===== config.mk =====
export PLATFORM = sky130hd
export DESIGN_NAME = arbiter_rr
export DESIGN_NICKNAME = d
export VERILOG_FILES = /design/src/rtl/arb_pkg.sv /design/src/rtl/rr_pick.sv /design/src/rtl/arbiter_rr.sv
export SDC_FILE = /design/constraint.sdc
export NUM_CORES = 1
export LEC_CHECK = 0
export CAP_MARGIN = 20
export CORE_MARGIN = 4
export CORE_UTILIZATION = 60
export CTS_CLUSTER_SIZE = 20
export DETAILED_ROUTE_END_ITERATION = 7
export GPL_ROUTABILITY_DRIVEN = 0
export PLACE_DENSITY = 0.89
export SYNTH_ARGS = -nofsm -noshare
export SYNTH_HDL_FRONTEND = slang
export SYNTH_SLANG_ARGS = --single-unit

===== constraint.sdc =====
create_clock -name clk -period 12.65 [get_ports clk]
set_clock_uncertainty 0.2 [all_clocks]
set_input_delay 3.1625 -clock clk [delete_from_list [all_inputs] [get_ports clk]]
set_output_delay 3.1625 -clock clk [all_outputs]
set_load 0.01 [all_outputs]

===== src/rtl/arb_pkg.sv =====
// Shared types and default sizing for the round-robin crossbar arbiter.
package arb_pkg;

  typedef enum logic [1:0] {IDLE, SETUP, SEND} state_t;

  localparam int N_PORTS_DEF  = 5;
  localparam int MAX_HOLD_DEF = 4;

endpackage


===== src/rtl/rr_pick.sv =====
// Combinational round-robin picker: first requester at or after base, wrapping
// modulo N_PORTS. Returns the winner as one-hot and as an index.
module rr_pick #(
  parameter int N_PORTS = 5,
  parameter int PW      = $clog2(N_PORTS)
) (
  input  logic [N_PORTS-1:0] req,
  input  logic [PW-1:0]      base,
  output logic [N_PORTS-1:0] onehot,
  output logic [PW-1:0]      idx,
  output logic               any
);

  localparam logic [PW:0] NP = (PW+1)'(N_PORTS);

  logic [N_PORTS-1:0] rot;
  logic [PW-1:0]      off;
  logic [PW:0]        sum;

  always_comb begin
    // Rotate so that bit 0 is the port at base; the lowest set bit is then the winner.
    rot = N_PORTS'({req, req} >> base);
    off = '0;
    any = 1'b0;
    for (int i = N_PORTS-1; i >= 0; i--) begin
      if (rot[i]) begin
        off = PW'(i);
        any = 1'b1;
      end
    end
    sum = {1'b0, base} + {1'b0, off};
    if (sum >= NP) sum = sum - NP;
    idx    = sum[PW-1:0];
    onehot = any ? (N_PORTS'(1) << idx) : '0;
  end

endmodule


===== src/rtl/arbiter_rr.sv =====
// Round-robin crossbar arbiter with IDLE/SETUP/SEND handshake to a downstream sink.
// Define ARB_STICKY_EN to let a winner keep the port for up to MAX_HOLD grants.
module arbiter_rr
  import arb_pkg::*;
#(
  parameter int N_PORTS  = N_PORTS_DEF,
  parameter int MAX_HOLD = MAX_HOLD_DEF
) (
  input  logic               clk,
  input  logic               rst,
  input  logic [N_PORTS-1:0] Req,
  input  logic               DCTS,
  output logic [N_PORTS-1:0] Grant,
  output logic [N_PORTS-1:0] Xbar_sel,
  output logic               RTS
);

  localparam int PW = $clog2(N_PORTS);

  if (N_PORTS < 2 || N_PORTS > 16 || MAX_HOLD < 1 || MAX_HOLD > 15) begin : g_bad_cfg
    $error("arbiter_rr: parameter out of range");
  end

  state_t             state, state_nxt;
  logic [PW-1:0]      ptr, win, base, wp1, pick_idx;
  logic [N_PORTS-1:0] win_oh, pick_oh;
  logic               pick_any, load, hs, stick_ok;

  rr_pick #(.N_PORTS(N_PORTS), .PW(PW)) u_pick (
    .req    (Req),
    .base   (base),
    .onehot (pick_oh),
    .idx    (pick_idx),
    .any    (pick_any)
  );

  assign wp1 = (win == PW'(N_PORTS-1)) ? '0 : win + 1'b1;

`ifdef ARB_STICKY_EN
  localparam int HW = $clog2(MAX_HOLD+1);
  logic [HW-1:0] cnt;

  // cnt includes the grant currently pending for win.
  assign stick_ok = Req[win] && (cnt < HW'(MAX_HOLD));

  always_ff @(posedge clk or posedge rst) begin
    if (rst)                  cnt <= '0;
    else if (load)            cnt <= HW'(1);
    else if (hs && stick_ok)  cnt <= cnt + 1'b1;
    else if (hs)              cnt <= '0;
  end
`else
  assign stick_ok = 1'b0;
`endif

  always_comb begin
    state_nxt = state;
    Grant     = '0;
    Xbar_sel  = '0;
    base      = ptr;
    load      = 1'b0;
    hs        = 1'b0;
    case (state)
      IDLE: begin
        if (pick_any) begin
          load      = 1'b1;
          state_nxt = SETUP;
        end
      end
      SETUP: begin
        Xbar_sel  = win_oh;
        state_nxt = SEND;
      end
      SEND: begin
        Xbar_sel = win_oh;
        if (DCTS) begin
          Grant = win_oh;
          hs    = 1'b1;
          // Re-arbitrate from the port after the one just served.
          base  = wp1;
          if (stick_ok) begin
            state_nxt = SETUP;
          end else if (pick_any) begin
            load      = 1'b1;
            state_nxt = SETUP;
          end else begin
            state_nxt = IDLE;
          end
        end
      end
      default: state_nxt = IDLE;
    endcase
  end

  always_ff @(posedge clk or posedge rst) begin
    if (rst) begin
      state  <= IDLE;
      ptr    <= '0;
      win    <= '0;
      win_oh <= '0;
      RTS    <= 1'b0;
    end else begin
      state <= state_nxt;
      RTS   <= (state_nxt == SEND);
      if (load) begin
        win    <= pick_idx;
        win_oh <= pick_oh;
      end
      if (hs && !stick_ok) ptr <= wp1;
    end
  end

endmodule


[Yosys cells after proc, flatten, opt, wreduce, memory -nomap -nowiden]
Cells that the tools add are included.
Storage, ports and cells
  flip-flop bits (word level): 14
  bits of input ports: 8
Operators by class
  add/sub/neg operators: 3
  magnitude comparators: 1
  equality and inequality tests: 4
  shift-type cells: 2
  muxes and demuxes: 27
  reduce and logical (&&, ||, !) cells: 2
Operators by type and width (number)
  $mux 3: 9
  $mux 5: 4
  $mux 1: 10
  $shr 10x3->5: 1
  $pmux 2 s3: 1
  $shl 1x3->5 const A: 1
  $add 3x3->4: 1
  $eq 2x2->1 const B: 2
  $ge 4x3->1 const B: 1
  $mux 2: 2
  $add 3x1->3 const B: 1
  $eq 3x3->1 const B: 1
  $sub 3x3->3 const B: 1
  $eq 2x1->1 const B: 1
  $logic_not 2->1: 1
  $pmux 1 s2: 1
  $reduce_or 2->1: 1

[Depth between registers and ports, before layout]
Gate-level depths: netlist of run 1.
  depth after elaboration: 15
  mapped depth: 26
  gate-level depth less buffers: 23

[Modules after synthesis]
From an unflattened synthesis of run 1, not the netlist that was laid out.
Second synthesis, totals
  cell total of the unflattened synthesis: 152
  area, all modules: 1508.9 um^2
By module, submodules not included
  arbiter_rr: times used 1, cells each 72, area each 850.8 um^2
  rr_pick: times used 1, cells each 80, area each 658.1 um^2

[Worst setup path after synthesis of run 1]
No wires, ideal clock.
  kind: input to register
  start: input port DCTS
  end: register win_oh[1]
  setup time: 125 ps
  arrival time: 7192 ps
  slack: 5133 ps
  cell stages on the path: 21
  cells stage by stage: nand2_1 -> o31ai_4 -> inv_2 -> buf_4 -> xnor2_1 -> o221ai_1 -> nand2_1 -> nor3_1 -> o21ai_0 -> o21ai_0 -> ha_1 -> inv_1 -> fa_1 -> ha_1 -> nand2b_1 -> a221o_1 -> a221o_1 -> nor2b_1 -> xnor2_1 -> nor3_1 -> mux2_4
On the way
  cells in the longest elaborated chain, start to end: 13
  elaborated cells on any way between the ends: 22
  those cells by class: add/sub (2); order compare (1); shift (2); mux (17)
RTL lines
  start: declaration: line arbiter_rr.sv:12  | input logic DCTS,
  $mux 3: line arbiter_rr.sv:76  | if (DCTS) begin
  $mux 3: line arbiter_rr.sv:63  | case (state)
  $shr 10x3->5: line rr_pick.sv:22  | rot = N_PORTS'({req, req} >> base);
  $mux 3 (5 in series): line rr_pick.sv:26  | if (rot[i]) begin
  $add 3x3->4: line rr_pick.sv:31  | sum = {1'b0, base} + {1'b0, off};
  $ge 4x3->1 or $sub 3x3->3 (tied branches): line rr_pick.sv:32  | if (sum >= NP) sum = sum - NP;
  $mux 3: line rr_pick.sv:32
  $shl 1x3->5: line rr_pick.sv:34  | onehot = any ? (N_PORTS'(1) << idx) : '0;
  $mux 5: line rr_pick.sv:34
  end signal: assignment: line arbiter_rr.sv:107  | win_oh <= pick_oh;
  end: declaration: line arbiter_rr.sv:26  | logic [N_PORTS-1:0] win_oh, pick_oh;
Parallel ways exist; a longest one is shown, timed or not.
A chain may end at the register's enable or synchronous reset.

[Final worst setup path of run 1]
  start: input port DCTS
  end: register win_oh[3]
Same word-level chain as after synthesis.

==> results.py, run 1 <==
metrics = {
    "status": {
        "status": "finished, final reports clean",
    },
    "clock_tree": {
        "clockRootBuffer": "clkbuf_4",
        "cts_buffers": 3,
        "cts_tree": "done",
        "cts_setup_buffers": 0,
        "cts_hold_repair.buffers": 0,
        "clk_latency_ns": 0.28,
        "clock_sinks": 14,
        "path_clk_slew_ns": 0.08,
        "post_cts_resized": 0,
        "cts_max_level": 1,
        "cts_max_path_buffers": 2,
    },
    "place": {
        "place_hpwl_mm": 2.63,
        "port_buffers": 18,
    },
    "sta": {
        "finalHoldViolations": 0,
        "layout_min_cycle_time_ns": 8.53,
        "setup_viol_count_final": 0,
        "max_slew.worst_pin.slew_ns": 0.529,
        "setup_tns_ns": 0,
        "max_freq_mhz": 117,
        "drv_slew": 0,
        "post-route-period-util_pct": 67.4,
        "rsz0062_at_grt": "no",
        "relSlewSlack_pct": 64.7,
    },
    "drt": {
        "firstDrtPassIters": 4,
        "vias": 1237,
        "viasPerCell": 6.15,
        "wl_per_cell_um": 16.1,
        "first_iter_violations": 72,
        "drc": 0,
        "antenna_left": 0,
        "routed_wirelength_mm": 3.23,
    },
    "finish": {
        "n_antenna_cell": 0,
        "num-fill-cells": 157,
        "final_common_cell": "clkdlybuf4s50_1",
        "final_cell_mix": "clkdlybuf4s50_1, inv_1, dfrtp_1, ha_1",
        "syn_to_final_growth_pct": 13.4,
        "drive_above_1_share_pct": 16.8,
        "final_nets": 194,
    },
    "critical_path": {
        "crit_path_start": "DCTS",
        "end_kind": "register",
        "rr_startpoint": "state[0]",
        "worstPathMaxFanout": 14,
        "cp.required_ns": 12.63,
        "start_kind": "input pin",
        "path_class": "input pin to register",
        "crit_arrival_ns": 8.51,
    },
    "floorplan": {
        "io_pins": 19,
        "row_count": 17,
        "dieWidth_um": 57.7,
        "fp.coreArea_um2": 2280,
        "die_h_um": 57.7,
        "initial_core_util_pct": 65.0,
        "die-area_um2": 3330,
    },
    "worst_hold_path": {
        "min-delay-start": "win_oh[1]",
        "min-delay-path-class": "register to register",
    },
    "synthesis": {
        "synth_warnings": 0,
        "synth_edf_count": 0,
        "syn_inst": 157,
        "ys_types": 48,
        "synth_nets": 177,
        "syn_area_um2": 1480,
        "async_flop_share_pct": 100,
        "synthFlopType": "dfrtp_1",
        "syn_area_per_cell_um2": 9.43,
        "ys_seq_elements": 14,
        "ys_seq_area_share_pct": 23.7,
    },
    "global_routing": {
        "grt_overflow_total": 0,
        "grt_pass1_wl_mm": 5.66,
        "grt_pass1_vias": 1235,
        "grt_max_degree": 15,
        "grt_usage_pct": 21.2,
        "antenna_found_initial": 0,
    },
    "run": {
        "cap_violations": 0,
    },
}
synthesized netlist by cell type (2+ instances only):
cell type   n  area (um2)
a21bo_2     2        20.0
o211ai_1    6        45.0
o221ai_1    2        17.5
a31oi_1     3        18.8
nor3_1      3        15.0
xnor2_1     3        26.3
and3_1      6        37.5
dfrtp_1    14         350
buf_4       4        30.0
nor2b_1     5        31.3
nand3_1     3        15.0
mux2_2      3        33.8
mux2_4      5        75.1
nand2b_1    3        18.8
inv_1      15        56.3
a221o_1     3        30.0
nor2_1      8        30.0
nand2_1     8        30.0
a21oi_1     6        30.0
inv_2       2        7.51
o21ai_0     5        25.0
ha_1       11         138
mux2i_1     3        30.0
a22oi_1     2        15.0
buf_6       2        22.5
and2_4      2        17.5
and2_1      6        37.5
a21o_1      2        15.0
cell families after synthesis:
logic type,share of synthesized area (%)
XOR/XNOR,2.37
adder cells (fa/ha/maj),10.7
multiplexers,11.2
flip-flops,23.7
buffers and inverters,8.28
AND/OR/NAND/NOR,20.7
AO/OA/AOI/OAI,23.2
sequential cells by signal, summed over array words and instances (netlist names):
name    count
win_oh      5
win         3
ptr         3
state       2
RTS         1
metal layers:
metal  vias to the layer above  wire (um)  track usage (%)
met4                         0         52             6.95
li1                        597          -                -
met5                         -          0                0
met1                       588       1330             27.4
met2                        45       1660             36.0
met3                         7        187             3.34
through the flow:
stage / std cells / hold WS (ns) / util, % / setup WS (ns) / cell area [um2]
3_3_place_gp: 197 / 0.325 / 72.2 / 4.03 / 1640
2_1_floorplan: 157 / 0.288 / - / 5.13 / 1480
4_1_cts: 201 / 0.354 / 73.8 / 4.13 / 1680
3_5_place_dp: 197 / 0.333 / 72.2 / 3.85 / 1640
5_1_grt: 201 / 0.357 / 73.8 / 3.74 / 1680
6_report: 201 / 0.351 / 73.8 / 4.12 / 1680
worst max-delay path: stages:
cell and delay [ns]:
clkdlybuf4s50_1 0.77, nand2_1 0.22, o31ai_4 0.46, inv_2 0.19
xnor2_1 0.18, o221ai_1 0.27, nand2_1 0.09, nor3_1 0.25
o21ai_0 0.10, o21ai_0 0.18, ha_1 0.20, inv_1 0.06
fa_1 0.51, ha_1 0.22, nand2b_1 0.15, a221o_1 0.29
a221o_1 0.42, nor2b_1 0.17, xnor2_1 0.26, nor3_1 0.10
mux2_4 0.27
final timing paths:
kind,to,slack [ns],cells after the start
max in group asynchronous,state[1],8.89,2
min reg2reg,win_oh[1],0.35,1
min in group asynchronous,win_oh[1],3.01,2
max,win_oh[3],4.12,21
min,win_oh[1],0.35,1
max reg2reg,win_oh[3],6.78,22
area by class of cell:
class	count	area, um2	share of cell area [%]
Timing Repair Buffer	18	180	10.7
Multi-Input combinational cell	119	1010	60.0
Clock buffer	4	36.3	2.16
Inverter	18	70.1	4.17
Tap cell	28	35.0	2.09
Sequential cell	14	350	20.9
Power of run 1 is left out: the tool's default activity adds up to more than one toggle a clock period on the data nets, which glitch-free logic cannot reach.
==> run 2, diff against run 1 <==
--- a/config.mk
+++ b/config.mk
@@ -7,11 +7,11 @@
 export LEC_CHECK = 0
 export CAP_MARGIN = 20
 export CORE_MARGIN = 4
-export CORE_UTILIZATION = 60
+export CORE_UTILIZATION = 50
 export CTS_CLUSTER_SIZE = 20
 export DETAILED_ROUTE_END_ITERATION = 7
 export GPL_ROUTABILITY_DRIVEN = 0
-export PLACE_DENSITY = 0.89
+export PLACE_DENSITY = 0.79
 export SYNTH_ARGS = -nofsm -noshare
 export SYNTH_HDL_FRONTEND = slang
 export SYNTH_SLANG_ARGS = --single-unit
==> constraint.sdc (replaced) <==
create_clock -name clk -period 7.6 [get_ports clk]
set_clock_uncertainty 0.2 [all_clocks]
set_input_delay 1.9 -clock clk [delete_from_list [all_inputs] [get_ports clk]]
set_output_delay 1.9 -clock clk [all_outputs]
set_load 0.01 [all_outputs]
==> results.py, run 2 (synthesis results as in run 1) <==
metrics = {
    "status": {
        "status": "finished, final reports clean",
    },
    "floorplan": {
        "row_count": 19,
        "dieWidth_um": 62.4,
        "fp.coreArea_um2": 2780,
        "die_h_um": 62.4,
        "initial_core_util_pct": 53.2,
        "die-area_um2": 3900,
        "io_pins": 19,
    },
    "critical_path": {
        "cp_cell_sequence": "clkdlybuf4s50_1, nand2_1, o31ai_4, inv_2, xnor2_1, o221ai_1, nand2_1, nor3_1, o21ai_0, o21ai_0, ha_1, inv_1, fa_1, ha_1, nand2b_1, a221o_1, a221o_1, nor2b_1, xnor2_1, inv_1, a41o_1",
        "start_kind": "input pin",
        "critPathBufInv": 4,
        "cp.required_ns": 7.58,
        "crit_family": "compound AO/OA/AOI/OAI gates",
        "crit_arrival_ns": 6.95,
        "cp_slowest_cell": "fa_1",
        "end_kind": "register",
        "worstPathMaxFanout": 11,
        "max_stage_delay_ns": 0.51,
        "path_class": "input pin to register",
    },
    "finish": {
        "reg_top3": "win_oh: 5 flops, ptr: 3 flops, win: 3 flops",
        "drive_above_1_share_pct": 17.2,
        "final_common_cell": "clkdlybuf4s50_1",
        "final_nets": 195,
        "final_cell_mix": "clkdlybuf4s50_1, inv_1, dfrtp_1, ha_1",
        "largest-register": "win_oh",
        "syn_to_final_growth_pct": 14.2,
        "n_antenna_cell": 0,
        "largest_reg_flops": 5,
        "fin_cells": 205,
    },
    "clock_tree": {
        "clock_sinks": 14,
        "cts_buffers": 3,
        "post_cts_resized": 0,
        "cts_max_path_buffers": 2,
        "cts_setup_buffers": 0,
        "cts_tree": "done",
        "clk_latency_ns": 0.28,
        "cts_hold_repair.buffers": 0,
        "clockRootBuffer": "clkbuf_4",
        "cts_max_level": 1,
        "path_clk_slew_ns": 0.08,
    },
    "global_routing": {
        "grt_max_degree": 15,
        "grt_usage_pct": 16.1,
        "met1_usage_pct": 21.0,
        "grt_pass1_vias": 1202,
        "grt.met3_usage_pct": 3.24,
        "grt_pass1_wl_mm": 5.33,
        "antenna_found_initial": 0,
        "grt_overflow_total": 0,
        "grt.busiest_layer": "met2",
        "met2_usage_pct": 26.8,
    },
    "run": {
        "cap_violations": 0,
    },
    "sta": {
        "post-route-period-util_pct": 91.7,
        "layout_min_cycle_time_ns": 6.97,
        "rsz0062_at_grt": "no",
        "hold_ws_ns": 0.341,
        "setup_viol_count_final": 0,
        "finalHoldViolations": 0,
        "drv_slew": 0,
        "max_freq_mhz": 143,
        "fin_ws_ns": 0.628,
        "max_slew.worst_pin.slew_ns": 0.534,
        "setup_tns_ns": 0,
        "relSlewSlack_pct": 64.3,
    },
    "drt": {
        "wl_per_cell_um": 15.3,
        "routed_wirelength_mm": 3.13,
        "first_iter_violations": 71,
        "vias": 1214,
        "antenna_left": 0,
        "drc": 0,
        "firstDrtPassIters": 4,
        "viasPerCell": 5.92,
    },
    "place": {
        "place_hpwl_mm": 2.51,
        "dpl.cell_count": 201,
        "pre_cts_ws_ns": 0.332,
        "port_buffers": 18,
    },
    "worst_hold_path": {
        "min-delay-path-class": "register to register",
    },
}
run 2: cell count changes in the layout (fill, tap and decap cells not counted), sizes merged:
cell and change:
buf +1
run 2: cell type report:
| class | count | area, um2 |
|---|---|---|
| well taps | 31 | 38.8 |
| multi-input cells | 119 | 1010 |
| clock buffers | 4 | 36.3 |
| fillers | 241 | 1090 |
| inverters | 18 | 70.1 |
| flip-flops and latches | 14 | 350 |
| repair buffers | 19 | 188 |
run 2: final timing paths:
kind | from | endpoint | slack, ns | cells past startpoint
min | win_oh[4] | win_oh[4] | 0.34 | 1
min in group asynchronous | rst | win_oh[4] | 1.75 | 2
max reg2reg | state[0] | win_oh[2] | 1.63 | 22
max | DCTS | win_oh[2] | 0.63 | 21
max in group asynchronous | rst | ptr[1] | 5.10 | 2
min reg2reg | win_oh[4] | win_oh[4] | 0.34 | 1
run 2: metrics by stage:
stage / area, um2 / util [%]
3_3_place_gp: 1650 / 59.5
2_1_floorplan: 1480 / -
4_1_cts: 1690 / 60.8
3_5_place_dp: 1650 / 59.5
5_1_grt: 1690 / 60.8
6_report: 1690 / 60.8
run 2: per-layer routing:
layer	up-vias	routed length, um
met5	-	0
met2	35	1570
met3	5	137
met4	0	36
met1	575	1390
li1	599	-
run 2: worst reg2reg max path, delay by kind of cell, from the launching register on:
kind | cells | cell delay [ns]
AOI/OAI and AO/OA | 7 | 2.01
adders and majority gates | 4 | 1.40
and+or+nand+nor | 5 | 0.89
buffers and inverters | 4 | 0.48
xor gates and xnor gates | 2 | 0.45
DFF | 1 | 0.43
Power of run 2 is left out for the same reason.
==> run 3, diff against run 2 <==
--- a/config.mk
+++ b/config.mk
@@ -12,6 +12,7 @@
 export DETAILED_ROUTE_END_ITERATION = 7
 export GPL_ROUTABILITY_DRIVEN = 0
 export PLACE_DENSITY = 0.79
+export RECOVER_POWER = 25
 export SYNTH_ARGS = -nofsm -noshare
 export SYNTH_HDL_FRONTEND = slang
 export SYNTH_SLANG_ARGS = --single-unit
==> results.py, run 3 (synthesis results as in run 1) <==
metrics = {
    "finish": {
        "n_antenna_cell": 0,
        "largest-register": "win_oh",
        "syn_to_final_growth_pct": 14.2,
        "ff_latch_area_um2": 350,
        "final_nets": 195,
        "largest_reg_flops": 5,
        "reg_top3": "win_oh: 5 flops, ptr: 3 flops, win: 3 flops",
        "final_cell_mix": "clkdlybuf4s50_1, inv_1, dfrtp_1, ha_1",
        "num-fill-cells": 241,
        "final_common_cell": "clkdlybuf4s50_1",
        "drive_above_1_share_pct": 17.2,
        "multi_input_area_um2": 1010,
    },
    "critical_path": {
        "max_stage_delay_ns": 0.51,
        "start_kind": "input pin",
        "reg2reg_to": "win_oh[2]",
        "cp.required_ns": 7.58,
        "worstPathMaxFanout": 11,
        "end_kind": "register",
        "crit_arrival_ns": 6.95,
        "cp_slowest_cell": "fa_1",
        "reg2reg_slack_ns": 1.63,
        "path_class": "input pin to register",
        "rr_startpoint": "state[0]",
        "crit_family": "compound AO/OA/AOI/OAI gates",
        "critPathBufInv": 4,
        "r2r_cells": 22,
        "cp_cell_sequence": "clkdlybuf4s50_1, nand2_1, o31ai_4, inv_2, xnor2_1, o221ai_1, nand2_1, nor3_1, o21ai_0, o21ai_0, ha_1, inv_1, fa_1, ha_1, nand2b_1, a221o_1, a221o_1, nor2b_1, xnor2_1, inv_1, a41o_1",
    },
    "global_routing": {
        "grt_pass1_vias": 1202,
        "grt_overflow_total": 0,
        "grt_pass1_wl_mm": 5.33,
        "grt_max_degree": 15,
        "grt_usage_pct": 16.1,
        "antenna_found_initial": 0,
    },
    "clock_tree": {
        "cts_setup_buffers": 0,
        "path_clk_slew_ns": 0.08,
        "cts_max_level": 1,
        "clock_sinks": 14,
        "cts_buffers": 3,
        "post_cts_resized": 0,
        "clk_latency_ns": 0.28,
        "cts_hold_repair.buffers": 0,
        "cts_max_path_buffers": 2,
        "clockRootBuffer": "clkbuf_4",
        "cts_tree": "done",
    },
    "floorplan": {
        "die-area_um2": 3900,
        "io_pins": 19,
        "row_count": 19,
        "dieWidth_um": 62.4,
        "die_h_um": 62.4,
        "fp.coreArea_um2": 2780,
        "initial_core_util_pct": 53.2,
    },
    "drt": {
        "drc": 0,
        "wl_per_cell_um": 15.3,
        "viasPerCell": 5.92,
        "antenna_left": 0,
        "firstDrtPassIters": 4,
        "first_iter_violations": 71,
        "vias": 1214,
        "routed_wirelength_mm": 3.13,
    },
    "sta": {
        "setup_tns_ns": 0,
        "max_slew.worst_pin.slew_ns": 0.534,
        "setup_viol_count_final": 0,
        "rsz0062_at_grt": "no",
        "relSlewSlack_pct": 64.4,
        "layout_min_cycle_time_ns": 6.97,
        "finalHoldViolations": 0,
        "max_freq_mhz": 143,
        "post-route-period-util_pct": 91.7,
        "drv_slew": 0,
    },
    "run": {
        "cap_violations": 0,
    },
    "worst_hold_path": {
        "hold_depth": 1,
        "min-delay-start": "win_oh[4]",
        "min_to": "win_oh[4]",
        "min-delay-path-class": "register to register",
    },
    "place": {
        "place_hpwl_mm": 2.51,
        "port_buffers": 18,
    },
    "status": {
        "status": "finished, final reports clean",
    },
}
## run 3: cell count changes in the layout (fill, tap and decap cells not counted)
cell	delta
clkdlybuf4s50_1	-1
dlygate4sd3_1	+1
## run 3: worst reg2reg max path: cells and delay by family, from the launching register on
family / cells / cell delay (ns)
AO/OA/AOI/OAI: 7 / 2.01
AND/OR/NAND/NOR: 5 / 0.89
flip-flops: 1 / 0.43
buffers and inverters: 4 / 0.48
adder cells (fa/ha/maj): 4 / 1.40
XOR/XNOR: 2 / 0.45
## run 3: final cells by class
cell class | instances | area share (%)
timing repair buffer | 19 | 11.1
sequential | 14 | 20.7
tap | 31 | 2.29
multi-input combinational | 119 | 59.6
inverter | 18 | 4.15
clock buffer | 4 | 2.15
## run 3: layer usage
metal  GRT usage (%)  share of wire [%]  vias to the layer above
met3            3.24                4.4                        5
met4            4.77                1.1                        0
met5               0                  0                        -
li1                -                  -                      599
met2            26.8                 50                       35
met1            21.0                 44                      575
## run 3: how the worst max path moves through the flow
stage | end | depth (start not counted) | slack, ns | startpoint
after floorplan | win_oh[1] | 21 | 1.35 | DCTS
after global placement | win_oh[3] | 21 | 0.47 | DCTS
after detailed placement | win_oh[2] | 21 | 0.33 | DCTS
after CTS | win_oh[2] | 21 | 0.62 | DCTS
after global routing | win_oh[4] | 22 | 0.23 | DCTS
final | win_oh[2] | 21 | 0.63 | DCTS
## run 3: per-stage QoR
| stage | instances | cell area [um2] | utilization [%] | worst slack (ns) | hold WS, ns |
|---|---|---|---|---|---|
| after detailed placement | 201 | 1650 | 59.5 | 0.332 | 0.317 |
| after global placement | 201 | 1650 | 59.5 | 0.468 | 0.311 |
| after global routing | 205 | 1690 | 60.8 | 0.234 | 0.349 |
| final | 205 | 1690 | 60.8 | 0.629 | 0.341 |
| after floorplan | 157 | 1480 | - | 1.35 | 0.288 |
| after CTS | 205 | 1690 | 60.8 | 0.620 | 0.336 |
Power of run 3 is left out for the same reason.
